**src/rtl/jamma_joy_scanner.sv**
```systemverilog
// ---------------------------------------------------------------------------
// jamma_joy_scanner
//
// Time-multiplexed JAMMA joystick scanner. The two players share one 8-bit
// JJOY bus behind an external mux steered by JSELECT. The scanner selects
// player 1 and lets the bus settle, then samples it. It then selects player 2,
// lets the bus settle again and samples it. Finally it presents both words to
// the arcade core together and pulses scan_done.
//
// Scan sequence, one step per enabled clock:
//   SET1 (N) -> SMP1 (1) -> SET2 (N) -> SMP2 (1) -> UPD (1)   = 2N+3 per scan
//   where N = max(SETTLE_CYCLES, 1).
//
// Build option:
//   JAMMA_DEBOUNCE_EN  When defined, each of the 16 output bits changes only
//                      after DEB_COUNT consecutive scans disagree with it.
//                      When undefined, outputs follow the samples directly and
//                      no debounce logic is built.
//
// Ports:
//   clk        core clock (pclk)
//   rst_n      asynchronous active-low reset
//   ena        clock enable; the scan sequence advances only when 1
//   jjoy       shared joystick bus, active-low {start,b2,b1,up,down,left,right,fire}
//   kbd_joy    keyboard joystick, active-low, merged into player 1 bits [5:0]
//   jselect    bus mux select: 0 = player 1, 1 = player 2
//   joy1/joy2  stable player words, active-low
//   scan_done  one-clock pulse in the cycle that joy1/joy2 take new values
// ---------------------------------------------------------------------------
module jamma_joy_scanner #(
    parameter int SETTLE_CYCLES = 8,
    parameter int DEB_COUNT     = 3
) (
    input  logic       clk,
    input  logic       rst_n,
    input  logic       ena,
    input  logic [7:0] jjoy,
    input  logic [5:0] kbd_joy,
    output logic       jselect,
    output logic [7:0] joy1,
    output logic [7:0] joy2,
    output logic       scan_done
);

    // A settle time of 0 would sample while the mux is still switching.
    localparam int N  = (SETTLE_CYCLES < 1) ? 1 : SETTLE_CYCLES;
    localparam int CW = $clog2(N + 1);
    localparam logic [CW-1:0] N_CW = CW'(N);

    typedef enum logic [2:0] {
        SET1,
        SMP1,
        SET2,
        SMP2,
        UPD
    } state_t;

    state_t        state;
    logic [CW-1:0] settle_cnt;
    logic [CW-1:0] settle_inc;
    logic [7:0]    s1;

    // Both players' words are handled as one 16-bit vector {p2, p1} so the
    // commit is a single assignment and joy1/joy2 can never split.
    logic [15:0]   sample_all;
    logic [15:0]   out_all;
    logic [15:0]   out_nxt;

    assign settle_inc = settle_cnt + 1'b1;
    assign out_all    = {joy2, joy1};

    // The commit happens on the SMP2 edge, so the player-2 word comes straight
    // off the bus while player 1 comes from the earlier SMP1 sample. This puts
    // the new words and scan_done in the same (UPD) cycle.
    assign sample_all = {jjoy, s1};

`ifdef JAMMA_DEBOUNCE_EN
    localparam int DW = (DEB_COUNT < 2) ? 1 : $clog2(DEB_COUNT + 1);

    logic [15:0][DW-1:0] deb_cnt;
    logic [15:0][DW-1:0] deb_nxt;

    // NOTE: combinational blocks assign defaults first and use blocking '=';
    // every path then drives every output, so no latch can be inferred.
    always_comb begin
        out_nxt = out_all;
        deb_nxt = deb_cnt;
        for (int i = 0; i < 16; i++) begin
            if (sample_all[i] == out_all[i]) begin
                deb_nxt[i] = '0;
            end else if (int'(deb_cnt[i]) + 1 >= DEB_COUNT) begin
                // Enough consecutive disagreeing scans: accept the new level.
                out_nxt[i] = sample_all[i];
                deb_nxt[i] = '0;
            end else begin
                deb_nxt[i] = deb_cnt[i] + 1'b1;
            end
        end
    end

    // NOTE: this counter bank is flops, not RAM, so it takes the async reset
    // like any other state; a reset scan must not inherit half-counted bits.
    always_ff @(posedge clk or negedge rst_n) begin
        if (!rst_n) begin
            deb_cnt <= '0;
        end else if (ena && state == SMP2) begin
            deb_cnt <= deb_nxt;
        end
    end
`else
    assign out_nxt = sample_all;
`endif

    // Scan sequencer. All outputs are registered here.
    // NOTE: sequential state uses non-blocking '<=' so every register samples
    // pre-edge values, independent of statement order.
    always_ff @(posedge clk or negedge rst_n) begin
        if (!rst_n) begin
            state      <= SET1;
            settle_cnt <= '0;
            s1         <= 8'hFF;
            jselect    <= 1'b0;
            joy1       <= 8'hFF;
            joy2       <= 8'hFF;
            scan_done  <= 1'b0;
        end else begin
            // The pulse lasts exactly one clock, even if ena drops in UPD.
            scan_done <= 1'b0;
            if (ena) begin
                unique case (state)
                    SET1: begin
                        settle_cnt <= settle_inc;
                        if (settle_inc == N_CW) state <= SMP1;
                    end
                    SMP1: begin
                        s1         <= jjoy & {2'b11, kbd_joy};
                        settle_cnt <= '0;
                        jselect    <= 1'b1;
                        state      <= SET2;
                    end
                    SET2: begin
                        settle_cnt <= settle_inc;
                        if (settle_inc == N_CW) state <= SMP2;
                    end
                    SMP2: begin
                        {joy2, joy1} <= out_nxt;
                        jselect      <= 1'b0;
                        scan_done    <= 1'b1;
                        state        <= UPD;
                    end
                    UPD: begin
                        settle_cnt <= '0;
                        state      <= SET1;
                    end
                    default: begin
                        settle_cnt <= '0;
                        state      <= SET1;
                    end
                endcase
            end
        end
    end

endmodule

```
**config.mk**
```make
export PLATFORM = sky130hd
export DESIGN_NAME = jamma_joy_scanner
export DESIGN_NICKNAME = d
export VERILOG_FILES = /design/src/rtl/jamma_joy_scanner.sv
export SDC_FILE = /design/constraint.sdc
export NUM_CORES = 1
export LEC_CHECK = 0
export CAP_MARGIN = 20
export CELL_PAD_IN_SITES_DETAIL_PLACEMENT = 2
export CELL_PAD_IN_SITES_GLOBAL_PLACEMENT = 2
export CORE_MARGIN = 2
export CORE_UTILIZATION = 32
export DETAILED_ROUTE_END_ITERATION = 8
export GPL_TIMING_DRIVEN = 0
export PLACE_DENSITY_LB_ADDON = 0.12
export RECOVER_POWER = 50
export SLEW_MARGIN = 20
export SYNTH_ARGS = -nofsm -noshare
export SYNTH_HDL_FRONTEND = slang
export SYNTH_SLANG_ARGS = --single-unit
```
**constraint.sdc**
```tcl
create_clock -name clk -period 1.8 [get_ports clk]
set_clock_uncertainty 0.1 [all_clocks]
set_input_delay 0.36 -clock clk [delete_from_list [all_inputs] [get_ports clk]]
set_output_delay 0.36 -clock clk [all_outputs]
set_load 0.02 [all_outputs]
```
==> reports/qor.yml <==
routabilityCongestion: 0.671
die_area_mm2: 0.00502
rrSetupSlack_ps: 190
status: "finished, final reports clean"
worst_pin_slew_ps: 792
period_minus_slack_ps: 1740
die_w_um: 70.9
core_mm2: 0.00432
dp_slack_ps: -204
synth_top_area_share_pct: 44.1
criticalPathCategory: "input port to register"
io_pins: 35
worstPathRequired_ps: 1910
power_mw: 3.20
pwr_density_cell_mw_per_mm2: 1630
synth_area_mm2: 0.00143
grt_max_degree: 24
post-synth-top-count-cell: "dfstp_2"
clkTransAtPathRegs_ps: 70
end_kind: "register"
rows: 24
hold_class: "register to register"
synth_common_cells: "24 x dfstp_2, 16 x nand2_1, 11 x mux2_2, 9 x dfrtp_1, 9 x o21ai_0"
path_max_fanout: 10
numPortBuffers: 34
synth_area_leaders: "dfstp_2 44%, dfrtp_1 16%, mux2_2 8.7%, mux2_4 7.3%, nand2_1 4.2%"
peakVddDrop_uv: 744
dr.pass1.iters: 3
r2r_start: "state[2]"
syn_to_final_growth_pct: 37.2
placed_area_mm2: 0.00186
setup_viol_count_final: 0
syn_area_per_cell_um2: 13.1
postLayoutCoreUtil_pct: 45.4
diodes: 0
min_path_cells: 2
max_freq_mhz: 576
drv_cap: 0
htree_num_levels: 2
n_fill_cell: 458
synth_edf_count: 0
slew_headroom_pct: 47.2
maxSlewViolCount: 0
grt_pass1_wl_um: 6070
via_count: 1023
wl_per_cell_um: 17.1
finalNetCount: 170
vias_per_cell: 4.99
overflow: 0
hold_violations: 0
ant_nets: 0
stdcell_area_mm2: 0.00196
finalCritPeriodShare_pct: 96.4
grtUsageTotal_pct: 15.6
drc: 0
drt-total-wl_um: 3510
clk_latency_ps: 280
start_kind: "input port"
ys_seq_elements: 33
cts-root-buf: "clkbuf_8"
grt_pass1_vias: 1183
reg2reg_depth: 5
antenna_found_initial: 0
cts.path.max_buffers: 2
drive_above_1_share_pct: 37.9
syn_inst: 109
dp_hpwl_um: 2370
synth_top_cell_by_area: "dfstp_2"
synth_flop_cell: "dfstp_2"
yosysWarnings: 0
tritoncts: "yes"
die_h_um: 70.9
async_reset_ff_share_pct: 100
min_to: "s1[5]"
r2r-end: "s1[0]"
worst_hold_startpoint: "s1[5]"
ys_seq_area_share_pct: 59.8
synth.net_count: 127
finalWorstSetupSlack_ps: 64.3
synth_cell_types: 29
rsz0062_at_grt: "no"
start_util_pct: 33.1
critPathArrivalTime_ps: 1850
multi_input_area_um2: 526
drtIter0Drc: 32
seqCellArea_um2: 856
cts.sinks: 33
post_cts_buffers: 0
cts_made_buffers: 5
leakagePower_nw: 0.900
## cells by family (layout without fill, tap and decap cells)
kind of cell,after synthesis,after routing,synth area share [%]
AO/OA/AOI/OAI,19,19,8.48
XOR/XNOR,1,1,0.612
adder cells (fa/ha/maj),1,1,0.874
buffers and inverters,10,54,3.50
flip-flops,33,33,59.8
multiplexers,18,18,16.0
AND/OR/NAND/NOR,27,27,10.8
## per-layer routing
metal  share of wire, %  vias up  GRT usage, %
met4               0.34        0          3.35
met3                4.1        2          4.70
met1                 42      532          19.8
met5                  0        -             0
li1                   -      463             -
met2                 53       26          26.6
## state kept, by name, indices dropped and copies added (netlist names)
| name | flops |
|---|---|
| joy1 | 8 |
| joy2 | 8 |
| s1 | 8 |
| settle_cnt | 4 |
| state | 3 |
| jselect | 1 |
| scan_done | 1 |
## worst max-delay path, stage by stage
cell             delay (ps)
clkdlybuf4s50_1         520
nor2b_4                 240
nand3_4                 200
buf_6                   220
mux2_4                  300
## where the power goes
group / internal [mW] / switching, mW / leakage [nW]
Clock: 0.452 / 0.279 / 0.0585
Sequential: 1.19 / 0.195 / 0.360
Combinational: 0.533 / 0.548 / 0.481
Total: 2.18 / 1.02 / 0.900
## cells in the final DEF (no fill, tap or decap), types with 2 or more instances in the layout
| cell type | instances |
|---|---|
| buf_2 | 3 |
| clkbuf_1 | 3 |
| clkbuf_8 | 6 |
| clkdlybuf4s50_1 | 17 |
| dfrtp_1 | 9 |
| dfstp_2 | 24 |
| dlygate4sd2_1 | 16 |
| inv_1 | 5 |
| mux2_2 | 11 |
| mux2_4 | 7 |
| nand2_1 | 16 |
| nand4_1 | 2 |
| o21ai_0 | 9 |
| o22ai_1 | 3 |
## layout make-up
| cell class | count | area share, % |
|---|---|---|
| Clock inverter | 1 | 1.53 |
| Clock buffer | 7 | 4.40 |
| Timing Repair Buffer | 36 | 17.9 |
| Multi-Input combinational cell | 66 | 26.8 |
| Buffer | 5 | 1.53 |
| Sequential cell | 33 | 43.6 |
| Tap cell | 52 | 3.31 |
| Inverter | 5 | 0.956 |
## metrics by stage
stage	hold WS, ps	setup TNS [ps]	std cells
floorplan	-35.6	0	109
global placement	347	-7730	195
detailed placement	171	-1710	196
CTS	385	0	205
global route	401	0	205
finish	379	0	205
## repair_timing
action / 4_1_cts / 5_1_grt
setup endpoints to repair: 16 / 0
endpoints found under the hold margin: 4 / 0
gates resized for setup: 16 / 0
hold buffers: 1 / 0
## worst max path at each step
stage,startpoint,endpoint,slack (ps),cells after the start
floorplan,state[2],joy1[6],420,4
global placement,rst_n,state[2],-410,1
CTS,ena,joy2[7],50,5
finish,ena,joy2[7],60,5
global route,ena,joy2[2],20,5
detailed placement,ena,joy2[0],-200,5
(Power assumes the default switching activity.)
